File: src/rtl/uart_tx_fifo_engine.sv
`default_nettype none
// ============================================================================
// uart_tx_fifo_engine : FIFO-buffered UART transmitter, internal baud divider
// Rev 1.0
// ============================================================================
module uart_tx_fifo_engine #(
  parameter int P_SYSTEM_CLK      = 100_000_000,
  parameter int P_UART_BUADRATE   = 115200,
  parameter int P_UART_DATA_WIDTH = 8,
  parameter int P_UART_STOP_WIDTH = 1,
  parameter int P_UART_CHECK      = 0,
  parameter int P_FIFO_DEPTH      = 16
) (
  input  logic                            clock,
  input  logic                            reset,
  input  logic [P_UART_DATA_WIDTH-1:0]    i_user_tx_data,
  input  logic                            i_user_tx_valid,
  output logic                            o_user_tx_ready,
  output logic                            o_uart_tx,
  output logic                            o_tx_busy,
  output logic [$clog2(P_FIFO_DEPTH):0]   o_fifo_count
);

  localparam int C_BIT_LEN = P_SYSTEM_CLK / P_UART_BUADRATE;
  localparam int C_BAUD_W  = (C_BIT_LEN > 1) ? $clog2(C_BIT_LEN) : 1;
  localparam int C_ADDR_W  = $clog2(P_FIFO_DEPTH);
  localparam int C_CNT_W   = C_ADDR_W + 1;
  localparam int C_BIT_W   = $clog2(P_UART_DATA_WIDTH);

  localparam logic [C_BAUD_W-1:0] C_BAUD_LAST = C_BAUD_W'(C_BIT_LEN - 1);
  localparam logic [C_BIT_W-1:0]  C_DATA_LAST = C_BIT_W'(P_UART_DATA_WIDTH - 1);
  localparam logic [C_BIT_W-1:0]  C_STOP_LAST = C_BIT_W'(P_UART_STOP_WIDTH - 1);
  localparam logic [C_CNT_W-1:0]  C_DEPTH     = C_CNT_W'(P_FIFO_DEPTH);

  typedef enum logic [2:0] {
    ST_IDLE   = 3'd0,
    ST_START  = 3'd1,
    ST_DATA   = 3'd2,
    ST_PARITY = 3'd3,
    ST_STOP   = 3'd4
  } state_t;

  state_t                         state_q, state_d;
  logic [C_BAUD_W-1:0]            baud_q, baud_d;
  logic [C_BIT_W-1:0]             bit_q, bit_d;
  logic [P_UART_DATA_WIDTH-1:0]   shift_q, shift_d;
  logic                           parity_q, parity_d;
  logic                           tx_q, tx_d;
  logic                           busy_q, busy_d;
  logic [C_ADDR_W-1:0]            wr_ptr_q, wr_ptr_d;
  logic [C_ADDR_W-1:0]            rd_ptr_q, rd_ptr_d;
  logic [C_CNT_W-1:0]             count_q, count_d;
  logic                           ready_q, ready_d;
  logic [P_UART_DATA_WIDTH-1:0]   mem_q [P_FIFO_DEPTH];

  logic                           w_push;
  logic                           w_load;
  logic                           w_baud_end;
  logic [P_UART_DATA_WIDTH-1:0]   w_head;

  assign w_push     = i_user_tx_valid && ready_q;
  assign w_baud_end = (baud_q == C_BAUD_LAST);
  assign w_head     = mem_q[rd_ptr_q];

  always_comb begin
    state_d  = state_q;
    baud_d   = baud_q + C_BAUD_W'(1);
    bit_d    = bit_q;
    shift_d  = shift_q;
    parity_d = parity_q;
    tx_d     = tx_q;
    w_load   = 1'b0;
    case (state_q)
      ST_IDLE: begin
        baud_d = '0;
        tx_d   = 1'b1;
        w_load = (count_q != '0);
      end
      ST_START: begin
        if (w_baud_end) begin
          baud_d  = '0;
          bit_d   = '0;
          state_d = ST_DATA;
          tx_d    = shift_q[0];
        end
      end
      ST_DATA: begin
        if (w_baud_end) begin
          baud_d = '0;
          if (bit_q == C_DATA_LAST) begin
            bit_d = '0;
            if (P_UART_CHECK != 0) begin
              state_d = ST_PARITY;
              tx_d    = parity_q;
            end else begin
              state_d = ST_STOP;
              tx_d    = 1'b1;
            end
          end else begin
            bit_d   = bit_q + C_BIT_W'(1);
            shift_d = shift_q >> 1;
            tx_d    = shift_q[1];
          end
        end
      end
      ST_PARITY: begin
        if (w_baud_end) begin
          baud_d  = '0;
          bit_d   = '0;
          state_d = ST_STOP;
          tx_d    = 1'b1;
        end
      end
      ST_STOP: begin
        if (w_baud_end) begin
          baud_d = '0;
          if (bit_q == C_STOP_LAST) begin
            bit_d   = '0;
            state_d = ST_IDLE;
            tx_d    = 1'b1;
            w_load  = (count_q != '0);
          end else begin
            bit_d = bit_q + C_BIT_W'(1);
          end
        end
      end
      default: begin
        state_d = ST_IDLE;
        baud_d  = '0;
        bit_d   = '0;
        tx_d    = 1'b1;
      end
    endcase

    // Loading from STOP skips IDLE entirely so frames abut with no gap.
    if (w_load) begin
      shift_d  = w_head;
      parity_d = (P_UART_CHECK == 1) ? ~(^w_head) : (^w_head);
      state_d  = ST_START;
      tx_d     = 1'b0;
      baud_d   = '0;
      bit_d    = '0;
    end
    busy_d = (state_d != ST_IDLE);
  end

  always_comb begin
    wr_ptr_d = wr_ptr_q + C_ADDR_W'(w_push);
    rd_ptr_d = rd_ptr_q + C_ADDR_W'(w_load);
    count_d  = count_q;
    if (w_push && !w_load) begin
      count_d = count_q + C_CNT_W'(1);
    end else if (!w_push && w_load) begin
      count_d = count_q - C_CNT_W'(1);
    end
    ready_d = (count_d != C_DEPTH);
  end

  always_ff @(posedge clock) begin
    if (!reset) begin
      state_q  <= ST_IDLE;
      baud_q   <= '0;
      bit_q    <= '0;
      shift_q  <= '0;
      parity_q <= 1'b0;
      tx_q     <= 1'b1;
      busy_q   <= 1'b0;
      wr_ptr_q <= '0;
      rd_ptr_q <= '0;
      count_q  <= '0;
      ready_q  <= 1'b1;
    end else begin
      state_q  <= state_d;
      baud_q   <= baud_d;
      bit_q    <= bit_d;
      shift_q  <= shift_d;
      parity_q <= parity_d;
      tx_q     <= tx_d;
      busy_q   <= busy_d;
      wr_ptr_q <= wr_ptr_d;
      rd_ptr_q <= rd_ptr_d;
      count_q  <= count_d;
      ready_q  <= ready_d;
    end
  end

  // Storage needs no reset: the pointers alone define what is valid.
  always_ff @(posedge clock) begin
    if (w_push) begin
      mem_q[wr_ptr_q] <= i_user_tx_data;
    end
  end

  assign o_user_tx_ready = ready_q;
  assign o_uart_tx       = tx_q;
  assign o_tx_busy       = busy_q;
  assign o_fifo_count    = count_q;

endmodule
`default_nettype wire

File: config.mk
export PLATFORM = sky130hd
export DESIGN_NAME = uart_tx_fifo_engine
export DESIGN_NICKNAME = d
export VERILOG_FILES = /design/src/rtl/uart_tx_fifo_engine.sv
export SDC_FILE = /design/constraint.sdc
export NUM_CORES = 1
export LEC_CHECK = 0
export ABC_CLOCK_PERIOD_IN_PS = 2200
export BUFFER_PORTS_ARGS = -buffer_cell sky130_fd_sc_hd__buf_2
export CAP_MARGIN = 40
export CORE_ASPECT_RATIO = 1.4
export CORE_MARGIN = 2
export CORE_UTILIZATION = 23
export DETAILED_ROUTE_END_ITERATION = 12
export PLACE_DENSITY = 0.36
export SLEW_MARGIN = 20
export SYNTH_ARGS = -nofsm -noshare
export SYNTH_HDL_FRONTEND = slang
export SYNTH_SLANG_ARGS = --single-unit
File: constraint.sdc
create_clock -name clock -period 2.2 [get_ports clock]
set_input_delay 0.11 -clock clock [delete_from_list [all_inputs] [get_ports clock]]
set_output_delay 0.11 -clock clock [all_outputs]
set_load 0.01 [all_outputs]
==> flow_summary_export.csv <==
group,metric,value,unit
status,outcome,"completed",
sta,maxSlewViolCount,0,
clock_tree,cts_tree,"built",
synthesis,ys_warn_count,0,
clock_tree,path_clk_slew,70,ps
layout,drive_above_1_share,25.9,%
route,vias_per_cell,4.33,
setup_path,reg2reg_depth,9,
synthesis,ys_ff_latch,168,
synthesis,syn_area,6980,sq um
worst_hold_path,holdPathStages,1,
route,drtAntennaViolNets,0,
global_routing,grt_pass1_wl,24800,um
route,drc,0,
clock_tree,clk_latency,430,ps
sta,relSlewSlack,65.5,%
global_routing,grt_max_degree,30,
setup_path,cp.required,2520,ps
route,drt_wl_total,16200,um
synthesis,synthFlopType,"edfxtp_1",
power_and_ir_drop,cellLeakagePower,0.00278,uW
die,boundaryPins,19,
clock_tree,htree_levels,4,
global_routing,grt_overflow,0,
layout,n_antenna_cell,0,
die,core,29900,sq um
sta,worst_slew_pin_slew,516,ps
synthesis,syn_nets,465,
synthesis,async_flop_share,0,%
placement,dp_slack,121,ps
sta,hold_violations,0,
route,via_count,3857,
layout,fin_nets,514,
setup_path,critical_path_arrival,2400,ps
global_routing,track_usage,10.9,%
clock_tree,cts_buffers,17,
power_and_ir_drop,p_per_area,1100,nW/um^2
placement,gp_congestion,0.714,
setup_path,path_class,"reg -> reg",
clock_tree,clock_sinks,168,
setup_path,cp_max_fo,7,
synthesis,avgSynthCellArea,15.8,sq um
route,wire_per_inst,18.2,um
sta,setup_tns,0,ps
placement,portBuffers,18,
die,dieArea,31800,sq um
worst_hold_path,worstHoldPathType,"in -> reg",
sta,fin_crit_sh,94.3,%
route,dr.first_iter.drc_count,228,
layout,fillers,2995,
synthesis,synth_cells,443,
run,cap_violations,0,
die,die_x,151,um
sta,fin_skew,11.8,ps
placement,hpwl,10600,um
route,dr.pass1.iters,4,
sta,period_needed,2070,ps
setup_path,start_kind,"flip-flop",
clock_tree,cts_root_buffer,"clkbuf_16",
global_routing,grt_pass1_vias,3976,
synthesis,synth.distinct_cells,57,
layout,area_growth,19.7,%
synthesis,synth.yosys.seq_area_share,66.5,%
setup_path,crit_path_end_kind,"flip-flop",
die,fp.dieH,210,um
die,start_util,23.3,%
clock_tree,cts.path.max_buffers,2,
sta,fin_ws,126,ps
die,rows,75,
sta,setup_viol,0,
power_and_ir_drop,peakVddDrop,392,uV
sta,fmax,0.482,GHz
synthesis,synth-edff-count,128,
sta,rsz0062_at_grt,"no",
global_routing,antenna_found_initial,0,
per-stage QoR:
| step | power [uW] | util, % | hold WS (ps) | cell area, sq um | std cells |
|---|---|---|---|---|---|
| after floorplan | 5460 | - | 209 | 6980 | 443 |
| after global placement | 6180 | 25.8 | 439 | 7730 | 857 |
| after detailed placement | 6190 | 25.8 | 458 | 7730 | 857 |
| after CTS | 9340 | 27.9 | 31.2 | 8350 | 890 |
| after global routing | 9680 | 27.9 | 57.7 | 8360 | 890 |
| final | 9180 | 27.9 | 52.7 | 8360 | 890 |
placed cells by master (no fill, tap or decap), types with 7 or more instances in the layout:
cell       synthesis  layout
a211oi_1          14      14
a21oi_1            8       8
buf_2              9      18
buf_4              2      29
clkbuf_16          0      17
dfxtp_1           40      39
edfxtp_1         128     128
ha_1              11      11
inv_1              9       9
mux2i_1           18      18
mux4_2            34      34
nand2_1           11      11
nand3_1           10      10
nor2_1            50      49
nor3_1             9       9
xnor2_1            7       7
xor2_1            10      10
per-layer routing:
metal	vias to the layer above	wire [um]	GRT usage, %
li1	1801	-	-
met1	1996	6920	12.6
met2	48	8590	19.5
met3	12	456	2.60
met4	0	227	3.96
met5	-	0	0
sequential cells by signal (all words and copies together), names as in the netlist:
register,cells
mem_q,128
baud_q,10
shift_q,8
o_fifo_count,5
rd_ptr_q,4
wr_ptr_q,4
bit_q,3
state_q,3
o_tx_busy,1
o_uart_tx,1
o_user_tx_ready,1
cells in the mapped netlist (all sizes together) (2+ instances only):
cell,n,share of area (%)
nand2,11,0.59
maj3,2,0.30
a31oi,2,0.18
buf,14,1.1
and2,5,0.45
nor2b,6,0.54
ha,11,2.0
mux4,34,11
nor2,50,2.7
o21ai,5,0.36
xnor2,7,0.88
clkbuf,7,0.39
or3,2,0.18
a211oi,14,1.5
dfxtp,40,11
inv,11,0.63
o31ai,2,0.21
nand2b,6,0.65
xor2,10,1.3
edfxtp,128,55
mux2i,18,2.6
a21oi,8,0.57
nand3,11,0.86
mux2,4,0.65
nor3,9,0.65
and3,5,0.45
power by group:
part | total (uW) | internal (uW) | switching (uW)
sequential | 3760 | 3630 | 137
combinational | 2300 | 1070 | 1240
clock | 3120 | 1810 | 1310
total | 9180 | 6500 | 2680
kinds of logic (layout without fill, tap and decap cells):
family	count (synthesis)	in the layout	synth area share, %
AOI/OAI and AO/OA	42	42	4.52
xor gates and xnor gates	17	17	2.13
adders and majority gates	13	13	2.28
buffers and inverters	32	94	2.15
DFF	168	168	66.5
muxes	56	56	14.2
and+or+nand+nor	115	115	8.21
cell type report:
| cell class | count | area [sq um] | share of cell area, % |
|---|---|---|---|
| clock buffers | 17 | 425 | 5.09 |
| clock inverters | 15 | 186 | 2.23 |
| inverters | 11 | 43.8 | 0.524 |
| multi-input cells | 243 | 2200 | 26.3 |
| flip-flops and latches | 168 | 4650 | 55.6 |
| well taps | 385 | 482 | 5.76 |
| repair buffers | 51 | 378 | 4.52 |
what timing repair did:
| action | CTS | global route |
|---|---|---|
| hold buffers | 1 | 0 |
| setup endpoints to repair | 0 | 7 |
| hold endpoints to repair | 1 | 0 |
| buffers inserted | 0 | 0 |
| gates resized for setup | 0 | 2 |
critical path, stage by stage (launching register included):
cell and delay [ps]:
dfxtp_1 380, inv_1 60, ha_1 180, nor2b_1 170
a41oi_4 250, nand2b_4 230, inv_4 70, ha_1 210
ha_1 260, and2_1 150
path summary, 6_finish.rpt:
check	end	from	slack [ps]
setup reg to reg	rd_ptr_q[1]$_SDFF_PN0_	bit_q[0]$_SDFFE_PP0P_	130
hold reg to reg	baud_q[9]$_SDFF_PP0_	baud_q[9]$_SDFF_PP0_	510
setup / recovery	rd_ptr_q[1]$_SDFF_PN0_	bit_q[0]$_SDFFE_PP0P_	130
hold / removal	mem_q[7][2]$_DFFE_PP_	i_user_tx_data[2]	50
Note: power is estimated with default switching activity, not from simulation.
